### config.mk
export PLATFORM = sky130hd
export DESIGN_NAME = button_reader
export DESIGN_NICKNAME = d
export VERILOG_FILES = /design/src/rtl/button_reader_pkg.sv /design/src/rtl/sync_2ff.sv /design/src/rtl/button_reader.sv
export SDC_FILE = /design/constraint.sdc
export NUM_CORES = 1
export LEC_CHECK = 0
export CAP_MARGIN = 0
export CORE_MARGIN = 1.5
export CORE_UTILIZATION = 32
export DETAILED_ROUTE_END_ITERATION = 16
export DONT_BUFFER_PORTS = 1
export GPL_TIMING_DRIVEN = 0
export PLACE_DENSITY = 0.59
export RECOVER_POWER = 25
export SLEW_MARGIN = 20
export SYNTH_ARGS = -nofsm -noshare
export SYNTH_HDL_FRONTEND = slang
export SYNTH_SLANG_ARGS = --single-unit
### constraint.sdc
create_clock -name clk -period 2.1 [get_ports clk]
set_input_delay 0.42 -clock clk [delete_from_list [all_inputs] [get_ports clk]]
set_output_delay 0.42 -clock clk [all_outputs]
set_load 0.03 [all_outputs]
### src/rtl/button_reader_pkg.sv
// Shared definitions for the pushbutton reader: FSM state type, state
// encodings and the default timing constants (10 kHz oscillator).
package button_reader_pkg;

  // 10 ms of stable samples at 10 kHz before a level change is accepted
  localparam int DEFAULT_DEBOUNCE_CYCLES   = 100;

  // 1 s of hold time at 10 kHz before a press counts as long
  localparam int DEFAULT_LONG_PRESS_CYCLES = 10000;

  // Explicit encodings so the state register is easy to read in waveforms
  localparam logic [1:0] ENC_IDLE        = 2'd0;
  localparam logic [1:0] ENC_DEB_PRESS   = 2'd1;
  localparam logic [1:0] ENC_PRESSED     = 2'd2;
  localparam logic [1:0] ENC_DEB_RELEASE = 2'd3;

  typedef enum logic [1:0] {
    ST_IDLE        = ENC_IDLE,
    ST_DEB_PRESS   = ENC_DEB_PRESS,
    ST_PRESSED     = ENC_PRESSED,
    ST_DEB_RELEASE = ENC_DEB_RELEASE
  } state_t;

  // Width needed for a counter that must be able to hold maxCount itself
  function automatic int counterWidth(input int maxCount);
    return $clog2(maxCount + 1);
  endfunction

endpackage

### src/rtl/sync_2ff.sv
// Two-flop synchronizer for a single asynchronous input bit.
// Both flops clear to 0 on the asynchronous active-low reset.
module sync_2ff (
  input  logic clk,
  input  logic rst_n,
  input  logic i_d,
  output logic o_q
);

  logic r_meta;
  logic r_sync;

  // First flop may go metastable; second flop gives it a full cycle to settle
  always_ff @(posedge clk or negedge rst_n) begin
    if (!rst_n) begin
      r_meta <= 1'b0;
      r_sync <= 1'b0;
    end else begin
      r_meta <= i_d;
      r_sync <= r_meta;
    end
  end

  assign o_q = r_sync;

endmodule

### src/rtl/button_reader.sv
// Pushbutton reader: synchronizes a raw button, debounces both edges,
// measures hold time and reports each completed press as a short/long
// event through a valid/ack holding register.
// Optional feature macro: BUTTON_READER_OVERRUN_FLAG_EN adds a sticky
// evt_overrun output that records an event dropped while one was pending.
module button_reader
  import button_reader_pkg::*;
#(
  parameter int DEBOUNCE_CYCLES   = DEFAULT_DEBOUNCE_CYCLES,
  parameter int LONG_PRESS_CYCLES = DEFAULT_LONG_PRESS_CYCLES
) (
  input  logic clk,
  input  logic rst_n,
  input  logic btn_in,
  output logic btn_level,
  output logic press_active,
  output logic evt_valid,
  output logic evt_long,
  input  logic evt_ack
`ifdef BUTTON_READER_OVERRUN_FLAG_EN
  ,
  output logic evt_overrun
`endif
);

  localparam int DW = counterWidth(DEBOUNCE_CYCLES);
  localparam int HW = counterWidth(LONG_PRESS_CYCLES);

  localparam logic [DW-1:0] DB_LAST  = DW'(DEBOUNCE_CYCLES - 1);
  localparam logic [DW-1:0] DB_ONE   = DW'(1);
  localparam logic [DW-1:0] DB_ZERO  = '0;
  localparam logic [HW-1:0] HOLD_MAX = HW'(LONG_PRESS_CYCLES);
  localparam logic [HW-1:0] HOLD_ONE = HW'(1);
  localparam logic [HW-1:0] HOLD_ZERO = '0;

  // Parameter sanity: the debounce window needs at least one sample and a
  // long press must outlast the debounce window to be meaningful.
  generate
    if (DEBOUNCE_CYCLES < 1) begin : g_badDebounce
      $error("button_reader: DEBOUNCE_CYCLES must be >= 1");
    end
    if (LONG_PRESS_CYCLES <= DEBOUNCE_CYCLES) begin : g_badLongPress
      $error("button_reader: LONG_PRESS_CYCLES must exceed DEBOUNCE_CYCLES");
    end
  endgenerate

  // Synchronized button; the FSM never looks at btn_in directly
  logic w_sync;

  state_t r_state;
  state_t w_nextState;

  logic [DW-1:0] r_dbCount;
  logic [DW-1:0] w_dbCountNext;
  logic [HW-1:0] r_holdCount;
  logic [HW-1:0] w_holdCountNext;
  logic [HW-1:0] w_holdInc;
  logic          r_btnLevel;
  logic          w_btnLevelNext;

  // Completed-press strobe and its class, both valid for one cycle
  logic w_evtFire;
  logic w_evtLongNew;

  logic r_evtValid;
  logic r_evtLong;

  sync_2ff u_sync (
    .clk   (clk),
    .rst_n (rst_n),
    .i_d   (btn_in),
    .o_q   (w_sync)
  );

  // Hold counter saturates so very long presses can never wrap back to short
  assign w_holdInc    = (r_holdCount == HOLD_MAX) ? r_holdCount : (r_holdCount + HOLD_ONE);
  assign w_evtLongNew = (r_holdCount == HOLD_MAX);

  // Next-state and counter update logic for the debounce/hold FSM
  always_comb begin
    w_nextState     = r_state;
    w_dbCountNext   = r_dbCount;
    w_holdCountNext = r_holdCount;
    w_btnLevelNext  = r_btnLevel;
    w_evtFire       = 1'b0;

    case (r_state)
      ST_IDLE: begin
        if (w_sync) begin
          w_nextState   = ST_DEB_PRESS;
          w_dbCountNext = DB_ZERO;
        end
      end

      ST_DEB_PRESS: begin
        if (!w_sync) begin
          w_nextState = ST_IDLE;
        end else if (r_dbCount == DB_LAST) begin
          w_nextState     = ST_PRESSED;
          w_btnLevelNext  = 1'b1;
          w_holdCountNext = HOLD_ZERO;
        end else begin
          w_dbCountNext = r_dbCount + DB_ONE;
        end
      end

      ST_PRESSED: begin
        w_holdCountNext = w_holdInc;
        if (!w_sync) begin
          w_nextState   = ST_DEB_RELEASE;
          w_dbCountNext = DB_ZERO;
        end
      end

      ST_DEB_RELEASE: begin
        // A release glitch keeps the hold time accumulated so far
        w_holdCountNext = w_holdInc;
        if (w_sync) begin
          w_nextState = ST_PRESSED;
        end else if (r_dbCount == DB_LAST) begin
          w_nextState    = ST_IDLE;
          w_btnLevelNext = 1'b0;
          w_evtFire      = 1'b1;
        end else begin
          w_dbCountNext = r_dbCount + DB_ONE;
        end
      end

      default: begin
        w_nextState = ST_IDLE;
      end
    endcase
  end

  // FSM state, counters and debounced level register
  always_ff @(posedge clk or negedge rst_n) begin
    if (!rst_n) begin
      r_state     <= ST_IDLE;
      r_dbCount   <= DB_ZERO;
      r_holdCount <= HOLD_ZERO;
      r_btnLevel  <= 1'b0;
    end else begin
      r_state     <= w_nextState;
      r_dbCount   <= w_dbCountNext;
      r_holdCount <= w_holdCountNext;
      r_btnLevel  <= w_btnLevelNext;
    end
  end

  // Event holding register: load when empty or being acked, else drop new event
  always_ff @(posedge clk or negedge rst_n) begin
    if (!rst_n) begin
      r_evtValid <= 1'b0;
      r_evtLong  <= 1'b0;
    end else if (w_evtFire && (!r_evtValid || evt_ack)) begin
      r_evtValid <= 1'b1;
      r_evtLong  <= w_evtLongNew;
    end else if (r_evtValid && evt_ack) begin
      r_evtValid <= 1'b0;
    end
  end

`ifdef BUTTON_READER_OVERRUN_FLAG_EN
  logic r_evtOverrun;

  // Sticky record that a completed press was lost because nobody acked in time
  always_ff @(posedge clk or negedge rst_n) begin
    if (!rst_n) begin
      r_evtOverrun <= 1'b0;
    end else if (w_evtFire && r_evtValid && !evt_ack) begin
      r_evtOverrun <= 1'b1;
    end
  end

  assign evt_overrun = r_evtOverrun;
`else
  // Without the overrun flag a press completed while an event is still
  // pending is simply discarded by the holding register above.
`endif

  assign btn_level    = r_btnLevel;
  assign press_active = (r_state != ST_IDLE);
  assign evt_valid    = r_evtValid;
  assign evt_long     = r_evtLong;

endmodule

==> results by group <==
Run status
  – Status: finished clean

Critical path
  – Most Frequent Cell on Critical Path: buf_6
  – CP max FO: 7
  – Critical path buffers and inverters: 2
  – CP Capture Point: r_holdCount[2]$_DFFE_PN0P_
  – CP Cell Sequence: buf_6 > or4b_4 > o41ai_4 > and2_1 > buf_6 > a22o_1
  – FF-to-FF path depth: 6
  – Delay-heaviest family, CP: simple AND/OR/NAND/NOR gates
  – Startpoint Class: flop
  – CP startpoint: r_holdCount[6]$_DFFE_PN0P_
  – Terminus of the critical flop-to-flop path: r_holdCount[2]$_DFFE_PN0P_
  – Slowest stage cell, crit path: or4b_4
  – Setup CP Type: flop to flop
  – Worst reg2reg setup slack: ~0.11 ns
  – Reg-to-Reg Start: r_holdCount[6]$_DFFE_PN0P_
  – Crit path DAT: 2.21 ns
  – CP Depth: 6
  – Endpoint class of the critical path: flop
  – Crit path largest cell delay: 0.56 ns
  – Req. time, crit path: ~2.3 ns

Pwr
  – Switching power: 0.221 mW
  – Clock Power Share: between 30 and 40%
  – VDD IR max: 0.000283 V
  – Logic pwr share: 6.9%
  – Flop pwr share: 58.9%
  – Sw Ratio: 22.6%
  – P_int: roughly 0.76 mW
  – Lkg Pwr: 0.760 nW
  – Power per Cell Area: 584 nW/µm²

Timing
  – Period Utilization, post-route: around 95%
  – Peak Freq: 502 MHz
  – Relative slew slack: 17.4%
  – Min Hold Slack: 0.165 ns
  – Final clock skew: roughly 0.0057 ns
  – Worst slew pin tran: 1.24 ns
  – Min cycle time layout: 1.99 ns
  – Worst setup margin: 0.109 ns
  – RSZ-0062 raised after global routing: no
  – Fin Setup TNS: 0 ns
  – Endpoints failing hold: 0
  – Final slew viol count: 0
  – Final setup viols: 0

Route
  – DR vias/cell: 5.59
  – DR vias: about 1200
  – DRC: 0
  – Pre-antenna DRT Iters: 4
  – WL/cell: 14.2 µm
  – Drt total wl: 2940 µm
  – DRT iter0 DRCs: 51
  – Final ANT Viol Nets: 0

Die
  – Placement row count: 24
  – Die Y: 71.5 µm
  – Initial Util: 33.8%
  – I/O pin count: 8
  – Width of the die: between 70 and 80 µm
  – DIE AREA: 5110 µm²
  – Core footprint: 4440 µm²

Placement
  – Dpl hpwl: 2080 µm
  – GPL Wtd Cong: 0.779
  – DP Worst Slack: 0.0492 ns
  – Input/output buffers: 0

Synth
  – Synth top area share: 46.7%
  – Syn Area/Cell: 10.4 µm²
  – Top post-synthesis cells by count: dfrtp_1 (28), a22o_1 (13), nand2_1 (12)
  – Seq/Total Area, Yosys: 46.7%
  – Area contributors post-synth: dfrtp_1 (47%), a22o_1 (7.6%), nand2_1 (3.0%), xnor2_1 (2.9%), nand3_1 (2.7%)
  – Leading area contributor after synthesis: dfrtp_1
  – Synth Register Bits: 28
  – Netlist cell types: 39
  – Syn nets: 151
  – Count leader, synth: dfrtp_1
  – Syn Inst Count: 144
  – Synth warnings: 0
  – Post-Syn Area: approximately 1500 µm²
  – EDFF count, synth: 0
  – FFs w/ async S/R, synth: 100%
  – Ys flop type: dfrtp_1

Global routing
  – Antenna violations before repair: 0
  – Pin count of the biggest net entering global routing: 29
  – Total GRT Usage: 12.5%
  – Number of global-route vias before repair: 1184
  – GRT Residual Overflow: 0
  – First-pass GRT wire length: 5210 µm

Flow run
  – Max Cap Violations: 0

CTS
  – Depth of the CTS H-tree: 1
  – Num CTS Buffers: 3
  – Root Buffer: clkbuf_8
  – CTS max path bufs: 2
  – CTS tree: yes
  – Clk pin slew, worst setup/hold paths: around 0.09 ns
  – Clk sink count: 28
  – Worst skew pair latency: 0.28 ns

Min path
  – Worst min path class: primary input to flop

Layout
  – Filler cells: 438
  – # diodes: 0
  – Share of cells above drive strength 1: 13.6%
  – Layout area overhead: 11.6%
  – Nets@finish: 162
==> state kept, by name, indices dropped and copies added (netlist names), named ones only <==
name           count
r_holdCount       14
r_dbCount          7
btn_level          1
evt_long           1
evt_valid          1
r_state            1
u_sync.o_q         1
u_sync.r_meta      1
==> stage by stage <==
step / total power, mW / util (%) / area, µm² / cells
after global placement: 0.640 / 35.2 / 1570 / 196
after floorplan: 0.631 / - / 1500 / 144
after CTS: 0.997 / 37.2 / 1650 / 202
final: 0.979 / 37.7 / 1680 / 206
after global routing: 1.02 / 37.7 / 1680 / 206
after detailed placement: 0.643 / 35.2 / 1570 / 196
==> cell type report <==
cell class,instances,area (µm²),share of cell area [%]
repair buffers,6,52.6,3.14
multi-input cells,103,736,43.9
clock buffers,4,55.1,3.29
plain buffers,8,47.5,2.84
flip-flops and latches,28,701,41.8
inverters,5,18.8,1.12
well taps,52,65.1,3.88
==> cells by family after synthesis <==
group | Yosys count | synth area share [%]
buffers and inverters | 13 | 4.33
and+or+nand+nor | 52 | 20.1
xor gates and xnor gates | 7 | 4.08
AOI/OAI and AO/OA | 37 | 19.4
adders and majority gates | 3 | 2.50
DFF | 28 | 46.7
muxes | 4 | 2.92
==> power groups by stage <==
stage / sequential (mW) / combinational (mW) / clock, mW
final: 0.577 / 0.0674 / 0.335
after global routing: 0.581 / 0.0778 / 0.364
after CTS: 0.577 / 0.0725 / 0.347
after detailed placement: 0.588 / 0.0549 / 0
after global placement: 0.587 / 0.0529 / 0
after floorplan: 0.584 / 0.0473 / 0
==> how the worst min path moves through the flow <==
stage / start / end / cells after the start
after floorplan: rst_n / asynchronous set/reset pin / 0
after global placement: rst_n / r_holdCount[7]$_DFFE_PN0P_ / 0
after global routing: btn_in / u_sync.r_meta$_DFF_PN0_ / 0
after CTS: btn_in / u_sync.r_meta$_DFF_PN0_ / 0
final: btn_in / u_sync.r_meta$_DFF_PN0_ / 0
after detailed placement: rst_n / r_holdCount[7]$_DFFE_PN0P_ / 0
==> per-layer routing <==
layer	global-route usage, %	vias to the layer above	share of wire (%)
met5	0	-	0
met4	3.56	0	0.85
met3	3.38	4	3.3
met2	22.1	10	51
met1	15.1	579	45
li1	-	558	-
==> layout by cell type, fill, tap and decap left out, types with 3 or more instances in the layout <==
cell / synthesis / final
a21o_1: 4 / 4
a22o_1: 13 / 13
and2_1: 3 / 3
buf_4: 0 / 4
clkbuf_1: 5 / 4
clkbuf_8: 0 / 4
dfrtp_1: 28 / 28
ha_1: 3 / 3
inv_1: 5 / 5
mux2_2: 3 / 3
nand2_1: 12 / 12
nand3_1: 8 / 8
nand4_1: 5 / 5
nor2b_1: 3 / 3
nor3_1: 4 / 4
nor4_1: 3 / 3
o21ai_0: 7 / 7
xnor2_1: 5 / 5
==> what timing repair did <==
action	4_1_cts	5_1_grt
endpoints found under the setup margin	1	7
pin swaps	0	2
buffers inserted	0	4
hold buffers	2	0
hold endpoints to repair	28	0
resized for setup	1	0
(Power assumes the default switching activity.)
